===== src/rtl/pc_sequenciador_pkg.sv =====
// Shared CPU definitions: sequencer state encodings and default datapath width.
package cpu_defs;

    localparam int DATA_WIDTH_PADRAO = 32;

    typedef enum logic [1:0] {
        EST_RUN     = 2'b00,
        EST_WAIT_IN = 2'b01,
        EST_HALTED  = 2'b10
    } estado_t;

endpackage


===== src/rtl/pc_sequenciador_detector_borda.sv =====
// 1-bit synchronous rising-edge detector; the previous level is registered so a
// held input produces a single-cycle pulse.
module detector_borda (
    input  logic clock,
    input  logic reset,
    input  logic entrada,
    output logic borda
);

    logic anterior_r;

    // Remember last cycle's input level.
    always_ff @(posedge clock) begin
        if (reset) begin
            anterior_r <= 1'b0;
        end else begin
            anterior_r <= entrada;
        end
    end

    assign borda = entrada & ~anterior_r;

endmodule


===== src/rtl/pc_sequenciador.sv =====
// PC register and fetch sequencer with IN/HALT stall states.
// Optional retired-instruction counter enabled by macro PC_CONTADOR_INSTR_EN.
module pc_sequenciador
    import cpu_defs::*;
#(
    parameter int                    DATA_WIDTH = DATA_WIDTH_PADRAO,
    parameter logic [DATA_WIDTH-1:0] RESET_PC   = '0
) (
    input  logic                  clock,
    input  logic                  reset,
    input  logic [DATA_WIDTH-1:0] alvo_jump,
    input  logic [DATA_WIDTH-1:0] alvo_jr,
    input  logic                  sel_jump,
    input  logic                  sel_jr,
    input  logic                  sel_branch,
    input  logic                  cond_branch,
    input  logic                  sel_halt,
    input  logic                  sel_in,
    input  logic                  in_valido,
    input  logic                  retomar,
    output logic [DATA_WIDTH-1:0] pc,
    output logic                  in_pronto,
    output logic                  stall,
    output logic [1:0]            estado,
    output logic [31:0]           contador_instr
);

    estado_t               estado_r;
    estado_t               estado_prox_s;
    logic [DATA_WIDTH-1:0] pc_r;
    logic [DATA_WIDTH-1:0] pc_prox_s;
    logic [DATA_WIDTH-1:0] pc_mais_um_s;
    logic                  in_pronto_s;
    logic                  stall_s;
    logic                  borda_retomar_s;

    detector_borda u_borda_retomar (
        .clock   (clock),
        .reset   (reset),
        .entrada (retomar),
        .borda   (borda_retomar_s)
    );

    assign pc_mais_um_s = pc_r + DATA_WIDTH'(1);

    // Next-PC priority, state transitions and stall/handshake decode.
    always_comb begin
        pc_prox_s     = pc_r;
        estado_prox_s = estado_r;
        in_pronto_s   = 1'b0;
        stall_s       = 1'b0;
        case (estado_r)
            EST_RUN: begin
                if (sel_jump) begin
                    pc_prox_s = alvo_jump;
                end else if (sel_jr) begin
                    pc_prox_s = alvo_jr;
                end else if (sel_branch && cond_branch) begin
                    pc_prox_s = alvo_jump;
                end else if (sel_halt) begin
                    estado_prox_s = EST_HALTED;
                end else if (sel_in) begin
                    if (in_valido) begin
                        in_pronto_s = 1'b1;
                        pc_prox_s   = pc_mais_um_s;
                    end else begin
                        stall_s       = 1'b1;
                        estado_prox_s = EST_WAIT_IN;
                    end
                end else begin
                    pc_prox_s = pc_mais_um_s;
                end
            end
            EST_WAIT_IN: begin
                // Drop stall on the accept cycle so the IN register write commits.
                if (in_valido) begin
                    in_pronto_s   = 1'b1;
                    pc_prox_s     = pc_mais_um_s;
                    estado_prox_s = EST_RUN;
                end else begin
                    stall_s = 1'b1;
                end
            end
            EST_HALTED: begin
                stall_s = 1'b1;
                if (borda_retomar_s) begin
                    pc_prox_s     = pc_mais_um_s;
                    estado_prox_s = EST_RUN;
                end else begin
                    pc_prox_s = pc_r;
                end
            end
            default: begin
                estado_prox_s = EST_RUN;
            end
        endcase
    end

    // PC and state registers.
    always_ff @(posedge clock) begin
        if (reset) begin
            pc_r     <= RESET_PC;
            estado_r <= EST_RUN;
        end else begin
            pc_r     <= pc_prox_s;
            estado_r <= estado_prox_s;
        end
    end

`ifdef PC_CONTADOR_INSTR_EN
    logic [31:0] contador_r;

    // Count every clock in which the core is not frozen.
    always_ff @(posedge clock) begin
        if (reset) begin
            contador_r <= 32'd0;
        end else if (!stall_s) begin
            contador_r <= contador_r + 32'd1;
        end else begin
            contador_r <= contador_r;
        end
    end

    assign contador_instr = contador_r;
`else
    assign contador_instr = 32'd0;
`endif

    assign pc        = pc_r;
    assign estado    = estado_r;
    assign in_pronto = in_pronto_s & ~reset;
    assign stall     = stall_s & ~reset;

endmodule


===== config.mk =====
export PLATFORM = sky130hd
export DESIGN_NAME = pc_sequenciador
export DESIGN_NICKNAME = d
export VERILOG_FILES = /design/src/rtl/pc_sequenciador_pkg.sv /design/src/rtl/pc_sequenciador_detector_borda.sv /design/src/rtl/pc_sequenciador.sv
export SDC_FILE = /design/constraint.sdc
export NUM_CORES = 1
export LEC_CHECK = 0
export ABC_CLOCK_PERIOD_IN_PS = 7200
export CAP_MARGIN = 40
export CORE_ASPECT_RATIO = 0.6
export CORE_UTILIZATION = 25
export DETAILED_ROUTE_END_ITERATION = 8
export SLEW_MARGIN = 20
export SYNTH_ARGS = -nofsm -noshare
export SYNTH_HDL_FRONTEND = slang
export SYNTH_SLANG_ARGS = --single-unit

===== constraint.sdc =====
create_clock -name clock -period 7.2 [get_ports clock]
set_input_delay 1.44 -clock clock [delete_from_list [all_inputs] [get_ports clock]]
set_output_delay 1.44 -clock clock [all_outputs]
set_load 0.02 [all_outputs]

==> Word-level counts from Yosys, hierarchy flattened <==
Cells that the tools add are included.
{ "totals": {"latchBits": 0, "memories": 0, "rom_bits": 0, "word_cells": 55, "reg_bits": 35, "out_inout_bits": 68, "in_bits": 74, "ramBits": 0} }
{ "op_classes": {"add_sub_neg": 1, "multipliers": 0, "n_mux": 31, "div": 0, "n_shift": 0, "order_cmp": 0, "reduce_logical": 5, "n_eq_ne": 10, "n_bitwise": 5} }
{ "ops": {"columns": ["cell", "n"], "rows": [
  ["$mux W32", 7],
  ["$pmux W32 S3", 1],
  ["$add A32 B1 Y32 const B", 1],
  ["$mux W2", 8],
  ["$mux W1", 12],
  ["$ne A2 B2 Y1 const B", 5],
  ["$reduce_and A7 Y1", 1],
  ["$ne A3 B3 Y1 const B", 2],
  ["$pmux W2 S3", 1],
  ["$ne A5 B5 Y1 const B", 1],
  ["$and A1 B1 Y1", 3],
  ["$pmux W1 S3", 1],
  ["$reduce_and A3 Y1", 1],
  ["$reduce_bool A3 Y1", 1],
  ["$eq A2 B1 Y1 const B", 1],
  ["$eq A2 B2 Y1 const B", 1],
  ["$logic_not A2 Y1", 1],
  ["$not A1 Y1", 2],
  ["$pmux W1 S2", 1],
  ["$logic_and A1 B1 Y1", 1]
]} }

==> Depth between registers and ports, before layout <==
{ "depth": {"depth_word": 8, "depth_mapped": 10, "depth_no_buf": 8} }

==> Modules after synthesis <==
A second synthesis with hierarchy kept.
{ "unflattened": {"cells_unflattened": 591, "area_unflattened_um2": 4085.2} }
{ "by_module_without_submodules": {"columns": ["mod", "seq_area_each_um2", "instances", "cells_per_inst", "area_each_um2"], "rows": [
  ["pc_sequenciador", 680.7, 1, 588, 4037.6],
  ["detector_borda", 20.0, 1, 3, 47.5]
]} }

==> Least setup slack after synthesis <==
OpenSTA, ideal clock, no wires.
{ "synth_path": {"path_kind": "input to output", "startpoint": "input sel_jump", "endpoint": "output in_pronto", "slack_ns": 3.036, "t_required_ns": 5.760, "cell_stages": 6, "n_path_buf": 1, "arrival_time_ns": 2.724, "cell_sequence": "clkbuf_1 inv_1 nand3_1 nor2_1 a21oi_1 nor3b_1"} }
{ "synth_between": {"elab_chain_cells": 3} }
{ "synth_rtl": {"columns": ["item", "line", "rtl"], "rows": [
  ["start, declared", "pc_sequenciador.sv:13", "input logic sel_jump,"],
  ["$mux W1", "pc_sequenciador.sv:54", "if (sel_jump) begin"],
  ["$pmux W1 S2", "pc_sequenciador.sv:52", "case (estado_r)"],
  ["$and A1 B1 Y1", "pc_sequenciador.sv:131", "assign in_pronto = in_pronto_s & ~reset;"],
  ["end, declared", "pc_sequenciador.sv:22", "output logic in_pronto,"]
]} }
Every way passes these cells.

==> Final worst setup path <==
Same ends and word-level chain as after synthesis.

==> results.yml <==
status:
  status: "finished, violations left"
  violations: "design-rule violations"
setup_path:
  cp_max_fo: 19
  crit_buf_inv: 4
  max_stage_delay_ps: 640
  reg2regPathDepth: 9
  endpoint_kind: "output port"
  r2r_start: "estado[0]"
  cp_top_family: "buffers and inverters"
  startpoint_type: "input port"
  slowest_stage: "clkdlybuf4s50_1"
  criticalPathCategory: "in -> out"
  crit_path_frequent_cell: "clkdlybuf4s50_1"
  timing.rr.end: "pc[17]"
  crit_chain: "clkdlybuf4s50_1, inv_1, nand3_1, buf_4, nor2_1, a21oi_1, nor3b_1, clkdlybuf4s50_1"
  cp.required_ps: 5760
  reg2reg_slack_ps: 3870
  cp.arrival_ps: 3740
global_routing:
  grt_max_degree: 33
  grt_pass1_wl_um: 25400
  grt_usage_pct: 20.2
  antenna_found_initial: 0
  grt_pass1_vias: 4379
  grt_overflow: 0
cells_and_area:
  n_fill_cell: 1643
  final_area_mm2: 0.00533
  fin_nets: 737
  instances_no_fill: 862
  drive_gt1_share_pct: 6.22
  final-seq-area_um2: 701
  area_growth_pct: 35.6
  multi_input_area_mm2: 0.00289
  diodes: 0
placement:
  dpl.hpwl_um: 11900
  routabilityCongestion: 0.911
  port_buffers: 109
  dpl-instance-area_mm2: 0.00511
  dp.cells: 851
clocking:
  post_cts.repair.setup_buffers: 0
  ctsResizeCount: 0
  ctsRootBufferMaster: "clkbuf_16"
  ctsHtreeMaxLevel: 2
  cts.path.max_buffers: 2
  clk_pin_slew_ps: 60
  cts.sinks: 35
  numCtsBuffers: 5
  insertion_delay_ps: 290
  cts_tree: "yes"
  cts-hold-fix-buffers: 0
logic_synthesis:
  yosys.area_share.simple_pct: 29.4
  synthArstFlopShare_pct: 0
  synth_top_family_by_area: "compound AO/OA/AOI/OAI gates"
  synth_most_common_cell: "o21ai_0"
  yosys_warnings: 0
  synth_area_mm2: 0.00393
  synth_edf_count: 0
  synth_ff_type: "dfxtp_1"
  synth_compound_area_share_pct: 32.9
  synth_cells: 574
  yosysTopAreaCell: "dfxtp_1"
  synth.area.mux_share_pct: 1.59
  synth_xor_xnor_area_share_pct: 4.23
  yosys.area_share.adder_pct: 1.59
  avgSynthCellArea_um2: 6.85
  synth_seq_area_share_pct: 17.8
  yosys-top-cells-count: "47 x o21ai_0, 43 x nand2_1, 40 x clkbuf_1"
  synthTopCellsByArea: "dfxtp_1 18%, buf_4 6.5%, o21ai_0 6.0%, nand3_1 4.8%, a21oi_1 4.6%"
  yosysTopAreaCellShare_pct: 17.8
  ys_seq_elements: 35
  synth_cell_type_count: 67
sta:
  fin_skew_ps: 3.96
  slew-limit-headroom_pct: 44.6
  period_share_pct: 71.9
  setup_violations: 0
  fin_tns_setup_ps: 0
  fmax_mhz: 193
  period_minus_slack_ps: 5180
  worst_slew_pin_slew_ps: 827
  hold_viol: 0
  rsz0062_at_grt: "false"
  drv_slew: 0
pwr:
  p_leak_nw: 1.84
  powerDensity_mw_per_mm2: 180
  vdd_ir_drop_max_v: 0.0000784
hold_path:
  whs_endpoint: "pc[14]"
  hp-start: "pc[14]"
  whs_path_depth: 2
  hp-class: "reg -> reg"
detailed_routing:
  vias: 4804
  wl_per_cell_um: 19.1
  remaining_drc_errors: 4
  wl_um: 16500
  drt-vias-per-instance: 5.57
  ant_nets: 0
  drtIter0Drc: 645
  drt_first_pass_iters: 8
floorplan:
  initial_core_util_pct: 25.6
  fp.dieH_um: 99.1
  fp-row-count: 35
  die_area_mm2: 0.0162
  ios: 142
  dieWidth_um: 164
  core_area_mm2: 0.0154
job:
  drv_cap: 0
metrics by stage:
step                worst slack [ps]  hold WS (ps)  power, mW  util, %
floorplan                       3040           594      0.520        -
global placement                2110           547      0.678     33.0
detailed placement              2060           546      0.680     33.3
CTS                             2040           557      0.949     34.4
global route                    1910           595       1.01     34.7
finish                          2020           556      0.957     34.7
flip-flops by register name (all words and copies together), names as in the netlist:
| signal | cells |
|---|---|
| pc | 32 |
| estado | 2 |
| u_borda_retomar.anterior_r | 1 |
layout make-up:
type,instances,share of cell area (%)
Timing Repair Buffer,130,24.0
Multi-Input combinational cell,477,54.2
Clock inverter,2,0.657
Clock buffer,6,2.61
Tap cell,203,4.77
Inverter,9,0.634
Sequential cell,35,13.1
metal layers:
metal	global-route usage, %	wire length, µm	part of all wire, %
met1	31.5	8030	49
met2	27.4	6490	39
met3	4.46	1720	10
met4	4.77	222	1.3
met5	0	0	0
where the power goes:
part | switching (mW) | internal, mW
Combinational | 0.217 | 0.177
Clock | 0.0969 | 0.173
Sequential | 0.0695 | 0.224
Total | 0.383 | 0.574
worst reg2reg max path: cells and delay by family (launching register included):
family                     cells  cell delay, ps
buffers and inverters          3             850
DFF                            1             380
adders and majority gates      1             570
and+or+nand+nor                3            1110
AOI/OAI and AO/OA              2             340
how the worst max path moves through the flow:
stage	startpoint	end	slack (ps)	cells after the start
2_1_floorplan	sel_jump	in_pronto	3040	6
3_3_place_gp	sel_jump	in_pronto	2110	8
3_5_place_dp	sel_jump	in_pronto	2060	8
6_report	sel_jump	in_pronto	2020	8
5_1_grt	sel_jump	in_pronto	1910	8
4_1_cts	sel_jump	in_pronto	2040	8
cell usage in the layout (no fill, tap or decap), types with 5 or more instances in the layout:
master / instances
and3_1: 8
o22ai_1: 16
a311oi_1: 5
nand2b_1: 10
buf_4: 14
a211oi_1: 5
or3_1: 5
dfxtp_1: 35
inv_1: 9
clkdlybuf4s50_1: 109
nor2b_1: 5
xor2_1: 5
a21oi_1: 35
nand4_1: 14
a31oi_1: 10
o21ai_0: 47
nand3_1: 38
nor4_1: 10
xnor2_1: 14
nor2_1: 39
a221oi_1: 19
and2_1: 5
nor3_1: 28
conb_1: 32
ha_1: 5
clkbuf_16: 5
o211ai_1: 7
nand2_1: 43
cells by family (layout without fill, tap and decap cells):
kind of cell    after synthesis  count (layout)
fa+ha+maj                     5               5
buf+inv                      93             147
other cells                   1              32
mux                           6               6
compound gates              193             193
flops                        35              35
simple gates                222             222
xor+xnor                     19              19
(Power assumes the default switching activity.)
